**src/rtl/rv32i_multicycle_control_fsm.sv**
```systemverilog
`default_nettype none
// ============================================================================
// Module   : rv32i_multicycle_control_fsm
// Brief    : Main control state machine of the multicycle RV32I core.
//            Sequences each instruction through fetch, decode, execute,
//            memory and writeback. Drives datapath mux selects, write
//            enables and the 2-bit ALUOp for the ALU decoder.
// Ports    : clk         - system clock, rising-edge active
//            rst_n       - synchronous active-low reset
//            op          - opcode field of the instruction register
//            zero        - ALU zero flag (branch condition)
//            mem_ready   - memory access completes this cycle
//            pc_write    - PC register write enable
//            adr_src     - memory address select (0 PC, 1 ALUOut)
//            mem_write   - data memory write strobe
//            ir_write    - instruction register / OldPC load enable
//            result_src  - result mux (00 ALUOut, 01 Data, 10 ALUResult)
//            alu_src_a   - SrcA mux (00 PC, 01 OldPC, 10 rs1)
//            alu_src_b   - SrcB mux (00 rs2, 01 imm, 10 constant 4)
//            alu_op      - ALUOp (00 add, 01 subtract, 10 funct-decoded)
//            reg_write   - register file write enable
//            imm_src     - immediate format select
//            instr_done  - one-cycle pulse on instruction retirement
//            illegal_op  - unsupported opcode flag
// Revision : 1.0 - initial release
// ============================================================================
module rv32i_multicycle_control_fsm #(
    parameter bit HALT_ON_ILLEGAL = 1'b1
) (
    input  logic       clk,
    input  logic       rst_n,
    input  logic [6:0] op,
    input  logic       zero,
    input  logic       mem_ready,
    output logic       pc_write,
    output logic       adr_src,
    output logic       mem_write,
    output logic       ir_write,
    output logic [1:0] result_src,
    output logic [1:0] alu_src_a,
    output logic [1:0] alu_src_b,
    output logic [1:0] alu_op,
    output logic       reg_write,
    output logic [1:0] imm_src,
    output logic       instr_done,
    output logic       illegal_op
);

    typedef logic [3:0] state_t;

    localparam state_t c_FETCH    = 4'd0;
    localparam state_t c_DECODE   = 4'd1;
    localparam state_t c_MEMADR   = 4'd2;
    localparam state_t c_MEMREAD  = 4'd3;
    localparam state_t c_MEMWB    = 4'd4;
    localparam state_t c_MEMWRITE = 4'd5;
    localparam state_t c_EXECUTER = 4'd6;
    localparam state_t c_EXECUTEI = 4'd7;
    localparam state_t c_ALUWB    = 4'd8;
    localparam state_t c_BEQ      = 4'd9;
    localparam state_t c_JAL      = 4'd10;
    localparam state_t c_ERROR    = 4'd11;

    localparam logic [6:0] c_OP_LOAD   = 7'b0000011;
    localparam logic [6:0] c_OP_STORE  = 7'b0100011;
    localparam logic [6:0] c_OP_RTYPE  = 7'b0110011;
    localparam logic [6:0] c_OP_ITYPE  = 7'b0010011;
    localparam logic [6:0] c_OP_BRANCH = 7'b1100011;
    localparam logic [6:0] c_OP_JAL    = 7'b1101111;

    state_t r_state;
    state_t w_next_state;

    // State register. Reset wins over everything, including the halted
    // ERROR state, so it is also what clears a sticky illegal_op.
    always_ff @(posedge clk) begin
        if (!rst_n) begin
            r_state <= c_FETCH;
        end else begin
            r_state <= w_next_state;
        end
    end

    // Next-state and output decode.
    always_comb begin
        w_next_state = r_state;
        pc_write     = 1'b0;
        adr_src      = 1'b0;
        mem_write    = 1'b0;
        ir_write     = 1'b0;
        result_src   = 2'b00;
        alu_src_a    = 2'b00;
        alu_src_b    = 2'b00;
        alu_op       = 2'b00;
        reg_write    = 1'b0;
        imm_src      = 2'b00;
        instr_done   = 1'b0;
        illegal_op   = 1'b0;

        // Immediate format follows the opcode regardless of state.
        case (op)
            c_OP_STORE:  imm_src = 2'b01;
            c_OP_BRANCH: imm_src = 2'b10;
            c_OP_JAL:    imm_src = 2'b11;
            default:     imm_src = 2'b00;
        endcase

        case (r_state)
            c_FETCH: begin
                // PC+4 computed through the ALU and written back unlatched
                // (ALUResult) so the PC updates in the same cycle as IR.
                alu_src_b  = 2'b10;
                result_src = 2'b10;
                if (mem_ready) begin
                    ir_write     = 1'b1;
                    pc_write     = 1'b1;
                    w_next_state = c_DECODE;
                end
            end
            c_DECODE: begin
                // OldPC + imm: branch target ready in ALUOut for BEQ.
                alu_src_a = 2'b01;
                alu_src_b = 2'b01;
                case (op)
                    c_OP_LOAD,
                    c_OP_STORE:  w_next_state = c_MEMADR;
                    c_OP_RTYPE:  w_next_state = c_EXECUTER;
                    c_OP_ITYPE:  w_next_state = c_EXECUTEI;
                    c_OP_BRANCH: w_next_state = c_BEQ;
                    c_OP_JAL:    w_next_state = c_JAL;
                    default:     w_next_state = c_ERROR;
                endcase
            end
            c_MEMADR: begin
                alu_src_a    = 2'b10;
                alu_src_b    = 2'b01;
                // op[5] separates store (0100011) from load (0000011).
                w_next_state = op[5] ? c_MEMWRITE : c_MEMREAD;
            end
            c_MEMREAD: begin
                adr_src = 1'b1;
                if (mem_ready) begin
                    w_next_state = c_MEMWB;
                end
            end
            c_MEMWB: begin
                result_src   = 2'b01;
                reg_write    = 1'b1;
                instr_done   = 1'b1;
                w_next_state = c_FETCH;
            end
            c_MEMWRITE: begin
                adr_src   = 1'b1;
                mem_write = 1'b1;
                if (mem_ready) begin
                    instr_done   = 1'b1;
                    w_next_state = c_FETCH;
                end
            end
            c_EXECUTER: begin
                alu_src_a    = 2'b10;
                alu_op       = 2'b10;
                w_next_state = c_ALUWB;
            end
            c_EXECUTEI: begin
                alu_src_a    = 2'b10;
                alu_src_b    = 2'b01;
                alu_op       = 2'b10;
                w_next_state = c_ALUWB;
            end
            c_ALUWB: begin
                reg_write    = 1'b1;
                instr_done   = 1'b1;
                w_next_state = c_FETCH;
            end
            c_BEQ: begin
                // Compare rs1 - rs2; target from DECODE sits in ALUOut.
                alu_src_a    = 2'b10;
                alu_op       = 2'b01;
                pc_write     = zero;
                instr_done   = 1'b1;
                w_next_state = c_FETCH;
            end
            c_JAL: begin
                // PC <- ALUOut (target); ALU computes OldPC+4 for rd.
                alu_src_a    = 2'b01;
                alu_src_b    = 2'b10;
                pc_write     = 1'b1;
                w_next_state = c_ALUWB;
            end
            c_ERROR: begin
                illegal_op   = 1'b1;
                w_next_state = HALT_ON_ILLEGAL ? c_ERROR : c_FETCH;
            end
            default: begin
                // Unused encodings: drive nothing and recover.
                w_next_state = c_FETCH;
            end
        endcase

        // Reset forces every output low in the same cycle it is asserted.
        if (!rst_n) begin
            pc_write   = 1'b0;
            adr_src    = 1'b0;
            mem_write  = 1'b0;
            ir_write   = 1'b0;
            result_src = 2'b00;
            alu_src_a  = 2'b00;
            alu_src_b  = 2'b00;
            alu_op     = 2'b00;
            reg_write  = 1'b0;
            imm_src    = 2'b00;
            instr_done = 1'b0;
            illegal_op = 1'b0;
        end
    end

endmodule
`default_nettype wire

```
**config.mk**
```make
export PLATFORM = sky130hd
export DESIGN_NAME = rv32i_multicycle_control_fsm
export DESIGN_NICKNAME = d
export VERILOG_FILES = /design/src/rtl/rv32i_multicycle_control_fsm.sv
export SDC_FILE = /design/constraint.sdc
export NUM_CORES = 1
export LEC_CHECK = 0
export ABC_CLOCK_PERIOD_IN_PS = 1200
export BUFFER_PORTS_ARGS = -buffer_cell sky130_fd_sc_hd__buf_4
export CAP_MARGIN = 40
export CORE_UTILIZATION = 40
export DETAILED_ROUTE_END_ITERATION = 6
export PLACE_DENSITY = 0.73
export SLEW_MARGIN = 20
export SYNTH_ARGS = -nofsm -noshare
export SYNTH_HDL_FRONTEND = slang
export SYNTH_SLANG_ARGS = --single-unit
export TNS_END_PERCENT = 5
```
**constraint.sdc**
```tcl
create_clock -name clk -period 1.2 [get_ports clk]
set_input_delay 0.24 -clock clk [delete_from_list [all_inputs] [get_ports clk]]
set_output_delay 0.24 -clock clk [all_outputs]
set_load 0.1 [all_outputs]
```
==> summary.md, run 1 <==
| Metric | Value |
|---|---|
| Register area share after synthesis | 13.6% |
| I/O pin count | 28 |
| Avg Synthesized Cell Area | 6.27 um^2 |
| Failing step | clock tree synthesis |
| Clk buf depth | 2 |
| Synth Register Bits | 4 |
| Synth area leader | dfxtp_1 |
| H-tree levels | 1 |
| Status | aborted with a tool error |
| Cts bufs inserted | 3 |
| Synth Warn # | 0 |
| Post-synth top area share | approximately 14% |
| IO buf count | 27 |
| Post-synthesis net count | 105 |
| CTS Sinks | 4 |
| Setup Fix Bufs, Post-CTS | 3 |
| Post-CTS sizing | 68 |
| Die W | 40.4 um |
| Post-Syn Area | 589 um^2 |
| Routability congestion estimate | between 0.8 and 0.9 |
| Top area cells in the synthesized netlist | dfxtp_1 (14%), nor2_1 (10%), nand2b_1 (6.4%) |
| Final HPWL DP | 1.88 mm |
| # hold bufs at CTS | 0 |
| Site row count | 13 |
| Stop Error | [ERROR DPL-0038] Utilization greater than 100%, impossible to legalize |
| Mapped Cells | 94 |
| Starting Density | 44.2% |
| Clock tree root driver cell | clkbuf_4 |
| Number of unique standard cell types used by synthesis | 36 |
| Die H | 40.4 um |
cell families after synthesis:
family	count (synthesis)	synth area share (%)
simple gates	55	47.6
compound gates	24	28.2
xor+xnor	2	2.97
buf+inv	9	7.64
flops	4	13.6
synthesized netlist by cell type:
cell type / count
o22ai_1: 1
or4b_1: 1
clkbuf_1: 5
xor2_1: 1
o31a_1: 1
a21boi_1: 1
a211oi_1: 1
xnor2_1: 1
nor3b_1: 1
a22o_1: 1
inv_1: 1
a21oi_1: 7
nor3_1: 6
o21ai_1: 2
a22oi_1: 1
o211a_1: 1
a32oi_1: 1
o31ai_1: 2
buf_6: 1
nor2_1: 16
nor2b_1: 3
or2_1: 2
nand2_1: 7
buf_4: 1
o21a_1: 2
inv_2: 1
nor4_1: 2
nand3_1: 6
or3b_1: 1
o21ai_0: 2
and2_1: 1
dfxtp_1: 4
nand2b_1: 6
a41oi_2: 1
nand3b_1: 1
or3_1: 2
per-stage QoR:
| stage | cells | hold slack, ns | cell area [um^2] | utilization (%) | worst slack [ns] |
|---|---|---|---|---|---|
| detailed placement | 161 | 0.600 | 1080 | 81.1 | -0.367 |
| global placement | 161 | 0.600 | 1080 | 81.1 | -0.298 |
| floorplan | 94 | 0.445 | 671 | - | -1.26 |
==> inputs of run 2 (changes only) <==
ABC_CLOCK_PERIOD_IN_PS = 1600   (was 1200)
CORE_AREA = 2 2 63 65   (was unset)
CORE_UTILIZATION = unset   (was 40)
DIE_AREA = 0 0 65 67   (was unset)
PLACE_DENSITY = unset   (was 0.73)
PLACE_DENSITY_LB_ADDON = 0.15   (was unset)
clock period = 1.6 ns   (was 1.2 ns; I/O delays follow)
==> summary.md, run 2 <==
| Metric | Value |
|---|---|
| Status | finished, violations left |
| Violated checks | negative setup slack |
| Wirelength, routed | 2.27 mm |
| Lkg Pwr | 0.569 nW |
| Mux cell area share after synthesis | 0% |
| Number of unique standard cell types used by synthesis | 36 |
| Register area share after synthesis | 13.6% |
| Vias in the first global route | 798 |
| Synth Warn # | 0 |
| Number of max-cap violations | 0 |
| Largest family of logic cells by synthesized area | simple AND/OR/NAND/NOR gates |
| Hold Path Class | input port to flip-flop |
| Avg Synthesized Cell Area | 6.27 um^2 |
| Final setup violation count | 11 |
| Startpoint Class | flip-flop |
| Final net count | about 160 |
| Post-synth top area share | 13.6% |
| Top reg by flops | r_state |
| DRC viols | 0 |
| Die H | 67 um |
| GRT Total Usage | 10.4% |
| Final period utilization | 109% |
| Core area | 3610 um^2 |
| Worst reg-to-reg setup slack | 0.06 ns |
| Final hold violations | 0 |
| Cts bufs inserted | 3 |
| CP Class | flip-flop to primary output |
| Data required, critical path | about 1.3 ns |
| DRT Pass-1 Iters | 4 |
| CP Max Fanout | 4 |
| Top_reg_cell synth | dfxtp_1 |
| H-tree levels | 1 |
| Synth Area in Adders | 0% |
| WL/cell | 11.8 um |
| Mapped Cells | 94 |
| Synth Register Bits | 4 |
| Setup Skew | about 0.0015 ns |
| # hold bufs at CTS | 0 |
| Endpoint type of the worst setup path | primary output |
| GRT overflow | 0 |
| Top-count cell post-synth | nor2_1 |
| RSZ-0062 raised after global routing | yes |
| Largest regs | r_state (4) |
| Largest net degree at the start of global routing | 11 |
| Clock tree root driver cell | clkbuf_8 |
| Most frequent cells in the layout | buf_4 (36), nor2_1 (12), buf_12 (10) |
| CTS Sinks | 4 |
| Post-synthesis compound-gate area fraction | 28.2% |
| I/O pin count | 28 |
| Routability congestion estimate | 0.796 |
| Site row count | 22 |
| Synth area leader | dfxtp_1 |
| Die W | approximately 65 um |
| Commonest non-fill, non-tap cell in the layout | buf_4 |
| Via-to-Cell Ratio | roughly 4.5 |
| Starting Density | 16.3% |
| Slew Limit Fails | 0 |
| IO buf count | 27 |
| Cells on worst reg2reg path | 4 |
| Layout cells sized above 1 | 61.4% |
| Vias | 871 |
| Post-Syn Area | 589 um^2 |
| Simple-gate share of the synthesized area | ~48% |
| Area delta synth->final | 139% |
| Clk buf depth | 2 |
| Async SR Flop Fraction | 0% |
| Worst-Margin Slew | 0.350 ns |
| Final HPWL DP | about 1.8 mm |
| Worst-path clk slew | 0.03 ns |
| Antenna Nets Post-Route | 0 |
| CP Capture Point | alu_src_a[1] |
| First-pass GRT wire length | ~3.5 mm |
| Post-synth top cells | nor2_1 (16), a21oi_1 (7), nand2_1 (7) |
| Post-route minimum period | 1.75 ns |
| Initial drt markers | 23 |
| Highest clock rate | 573 MHz |
| Post-synthesis net count | between 100 and 150 |
| Launch point of the worst path | r_state[2] |
| Crit path arrival time | 1.43 ns |
| CTS tree | built |
| Worst reg2reg path endpoint | r_state[0] |
| Antenna diode count | 0 |
| PwrDens | about 1100 nW/um^2 |
| Max transition margin | about 76% |
| Die Footprint | 4360 um^2 |
| Latest clock arrival within the worst-skew pair | approximately 0.22 ns |
| Initial antenna violation count | 0 |
| PnR worst setup slack | -0.145 ns |
| Setup TNS | -0.726 ns |
| Post-synth EDFFs | 0 |
| Top area cells in the synthesized netlist | dfxtp_1 (14%), nor2_1 (10%), nand2b_1 (6.4%) |
| R2R Path Start | r_state[1] |
| Largest register FFs | 4 |
| Max VDD drop | between 0.3 and 0.4 mV |
| Place WS | -0.0433 ns |
| XOR/XNOR Fraction of Synth Area | 2.97% |
[run 2: cell counts after synthesis]
Identical to the previous run, type by type.
[run 2: worst min path at each step]
stage	from	to	slack, ns	cells past startpoint
after floorplan	op[5]	r_state[0]	0.53	2
after global placement	r_state[2]	r_state[2]	0.66	2
after detailed placement	r_state[2]	r_state[2]	0.66	2
after CTS	op[5]	r_state[0]	0.46	3
after global routing	op[5]	r_state[0]	0.46	3
final	op[5]	r_state[0]	0.45	3
[run 2: kinds of logic after synthesis]
| logic type | after synthesis |
|---|---|
| flops | 4 |
| xor+xnor | 2 |
| buf+inv | 9 |
| simple gates | 55 |
| compound gates | 24 |
[run 2: cell type report]
| class | instances | area, um^2 |
|---|---|---|
| inverters | 2 | 10.0 |
| repair buffers | 55 | 583 |
| fillers | 385 | 2200 |
| multi-input cells | 81 | 624 |
| flip-flops and latches | 4 | 90.1 |
| clock buffers | 3 | 41.3 |
| well taps | 48 | 60.1 |
[run 2: power by group]
part	total, mW	leakage, nW	switching [mW]	internal, mW
Clock	0.214	0.0216	0.0536	0.161
Sequential	0.177	0.0350	0.0500	0.127
Combinational	1.14	0.513	0.655	0.481
Total	1.53	0.569	0.758	0.768
[run 2: critical path, cell delays in order (launching register included)]
cell and delay (ns):
dfxtp_2 0.33, nand2b_4 0.14, or3_4 0.37, a21boi_4 0.18, buf_12 0.19
[run 2: what timing repair did]
item / CTS / global route
setup buffers: 0 / 2
resized for setup: 39 / 32
setup endpoints to repair: 17 / 18
pin swaps: 4 / 6
[run 2: per-stage QoR]
step	power, mW	util [%]	cells	area (um^2)	hold WS [ns]
2_1_floorplan	0.831	-	94	671	0.525
3_3_place_gp	1.09	29.6	188	1070	0.658
3_5_place_dp	1.08	29.6	188	1070	0.658
4_1_cts	1.43	34.7	191	1250	0.459
5_1_grt	1.60	39.1	193	1410	0.457
6_report	1.53	39.1	193	1410	0.454
[run 2: metal layers]
layer	vias up	track usage, %	wire [um]
li1	441	-	-
met2	14	18.0	1200
met3	0	3.38	96
met1	416	12.8	974
met5	-	0	0
met4	0	1.60	0
Note: power is estimated with default switching activity, not from simulation.
==> inputs of run 3 (changes only) <==
BUFFER_PORTS_ARGS = unset   (was -buffer_cell sky130_fd_sc_hd__buf_4)
DONT_BUFFER_PORTS = 1   (was unset)
MAX_ROUTING_LAYER = met4   (was unset)
SLEW_MARGIN = 5   (was 20)
==> summary.md, run 3 (synthesized netlist as in run 2, its figures left out) <==
| Metric | Value |
|---|---|
| Site row count | 22 |
| DRT Pass-1 Iters | 4 |
| Most frequent cells in the layout | buf_4 (24), buf_12 (16), nor2_1 (10) |
| Latest clock arrival within the worst-skew pair | 0.21 ns |
| # fillers | 367 |
| PnR worst setup slack | -0.111 ns |
| Lkg Pwr | 0.538 nW |
| Area delta synth->final | 138% |
| Vias | 822 |
| WL/cell | ~12 um |
| Initial antenna violation count | 0 |
| Core area | 3610 um^2 |
| Cts bufs inserted | 3 |
| Top reg by flops | r_state |
| CTS Sinks | 4 |
| Crit path buf inv count | 1 |
| Hold Path Class | input port to flip-flop |
| PwrDens | 1100 nW/um^2 |
| Design area | 1410 um^2 |
| Final period utilization | 107% |
| Max VDD drop | a little under 0.4 mV |
| Worst-path clk slew | 0.03 ns |
| Largest net degree at the start of global routing | 13 |
| Number of max-cap violations | 0 |
| Status | finished, violations left |
| Critical path cell sequence | or3b_4, a21oi_4, buf_12 |
| Final setup violation count | 11 |
| CP max stage delay | 0.42 ns |
| Clk buf depth | 2 |
| Antenna Nets Post-Route | 0 |
| Violated checks | negative setup slack |
| Place WS | -0.0216 ns |
| Routability congestion estimate | around 0.8 |
| Setup TNS | -0.740 ns |
| Final Non-Filler Cells | 183 |
| Layout cells sized above 1 | 60.7% |
| Post-DP Area | 1210 um^2 |
| Worst path slowest cell | or3b_4 |
| Setup Skew | roughly 0.0026 ns |
| Placed Instances | between 150 and 200 |
| Hold WS | 0.232 ns |
| CP Class | flip-flop to primary output |
| Die Footprint | about 4400 um^2 |
| Startpoint Class | flip-flop |
| First-pass GRT wire length | 3.74 mm |
| Post-route minimum period | around 1.7 ns |
| GRT overflow | 0 |
| CTS tree | built |
| I/O pin count | 28 |
| Worst reg-to-reg setup slack | 0.05 ns |
| Final HPWL DP | 1.77 mm |
| Worst-Margin Slew | 0.480 ns |
| Wirelength, routed | 2.21 mm |
| Max transition margin | 67.7% |
| H-tree levels | 1 |
| DRC viols | 0 |
| RSZ-0062 raised after global routing | yes |
| IO buf count | 0 |
| Final net count | approximately 150 |
| Largest register FFs | 4 |
| Crit path arrival time | between 1 and 1.5 ns |
| Die W | 65 um |
| Commonest non-fill, non-tap cell in the layout | buf_4 |
| Vias in the first global route | approximately 840 |
| Top Family by Delay on Critical Path | simple AND/OR/NAND/NOR gates |
| Final hold violations | 0 |
| Largest regs | r_state (4) |
| Via-to-Cell Ratio | 4.49 |
| Highest clock rate | 585 MHz |
| Antenna diode count | 0 |
| CP Max Fanout | 6 |
| Slew Limit Fails | 0 |
| # hold bufs at CTS | 0 |
| GRT Total Usage | 11.2% |
| Starting Density | 16.3% |
| Clock tree root driver cell | clkbuf_8 |
| Initial drt markers | 23 |
| Die H | 67 um |
| Data required, critical path | 1.28 ns |
| Endpoint type of the worst setup path | primary output |
==> run 3: changes by cell type in the layout (fill, tap and decap cells not counted), sizes merged <==
| cell | before | now |
|---|---|---|
| buf | 55 | 45 |
==> run 3: metrics by stage <==
step                power [mW]  util [%]
floorplan                0.831         -
global placement          1.20      33.7
detailed placement        1.20      33.7
CTS                       1.54      38.3
global route              1.64      39.0
finish                    1.55      39.0
==> run 3: cell type report <==
cell class                 count  area, um^2  share of cell area (%)
timing repair buffer          45         557                    39.6
tap                           48        60.1                    4.27
inverter                       2        10.0                   0.712
sequential                     4        92.6                    6.59
multi-input combinational     81         644                    45.9
clock buffer                   3        41.3                    2.94
==> run 3: path summary, 6_finish.rpt <==
path / end / startpoint / cells after the start
min reg2reg: r_state[2] / r_state[2] / 2
max reg2reg: r_state[1] / r_state[0] / 5
max: alu_src_a[0] / r_state[0] / 3
min: r_state[1] / rst_n / 1
==> run 3: report_power, final <==
group          total (mW)  switching, mW  internal, mW
logic                1.17          0.661         0.505
registers           0.177         0.0491         0.128
clock network       0.205         0.0455         0.160
==> run 3: repair_timing <==
| item | in CTS | in global routing |
|---|---|---|
| pin swaps | 7 | 2 |
| setup buffers | 4 | 1 |
| gates resized for setup | 27 | 4 |
| endpoints found under the setup margin | 15 | 18 |
==> run 3: layer usage <==
layer / wire length, um / share of wire (%) / up-vias / GRT usage [%]
met5: 0 / 0 / - / -
met4: 10 / 0.45 / 0 / 1.60
met3: 52 / 2.3 / 2 / 2.03
met2: 1190 / 54 / 8 / 19.3
met1: 959 / 43 / 395 / 14.0
li1: - / - / 417 / -
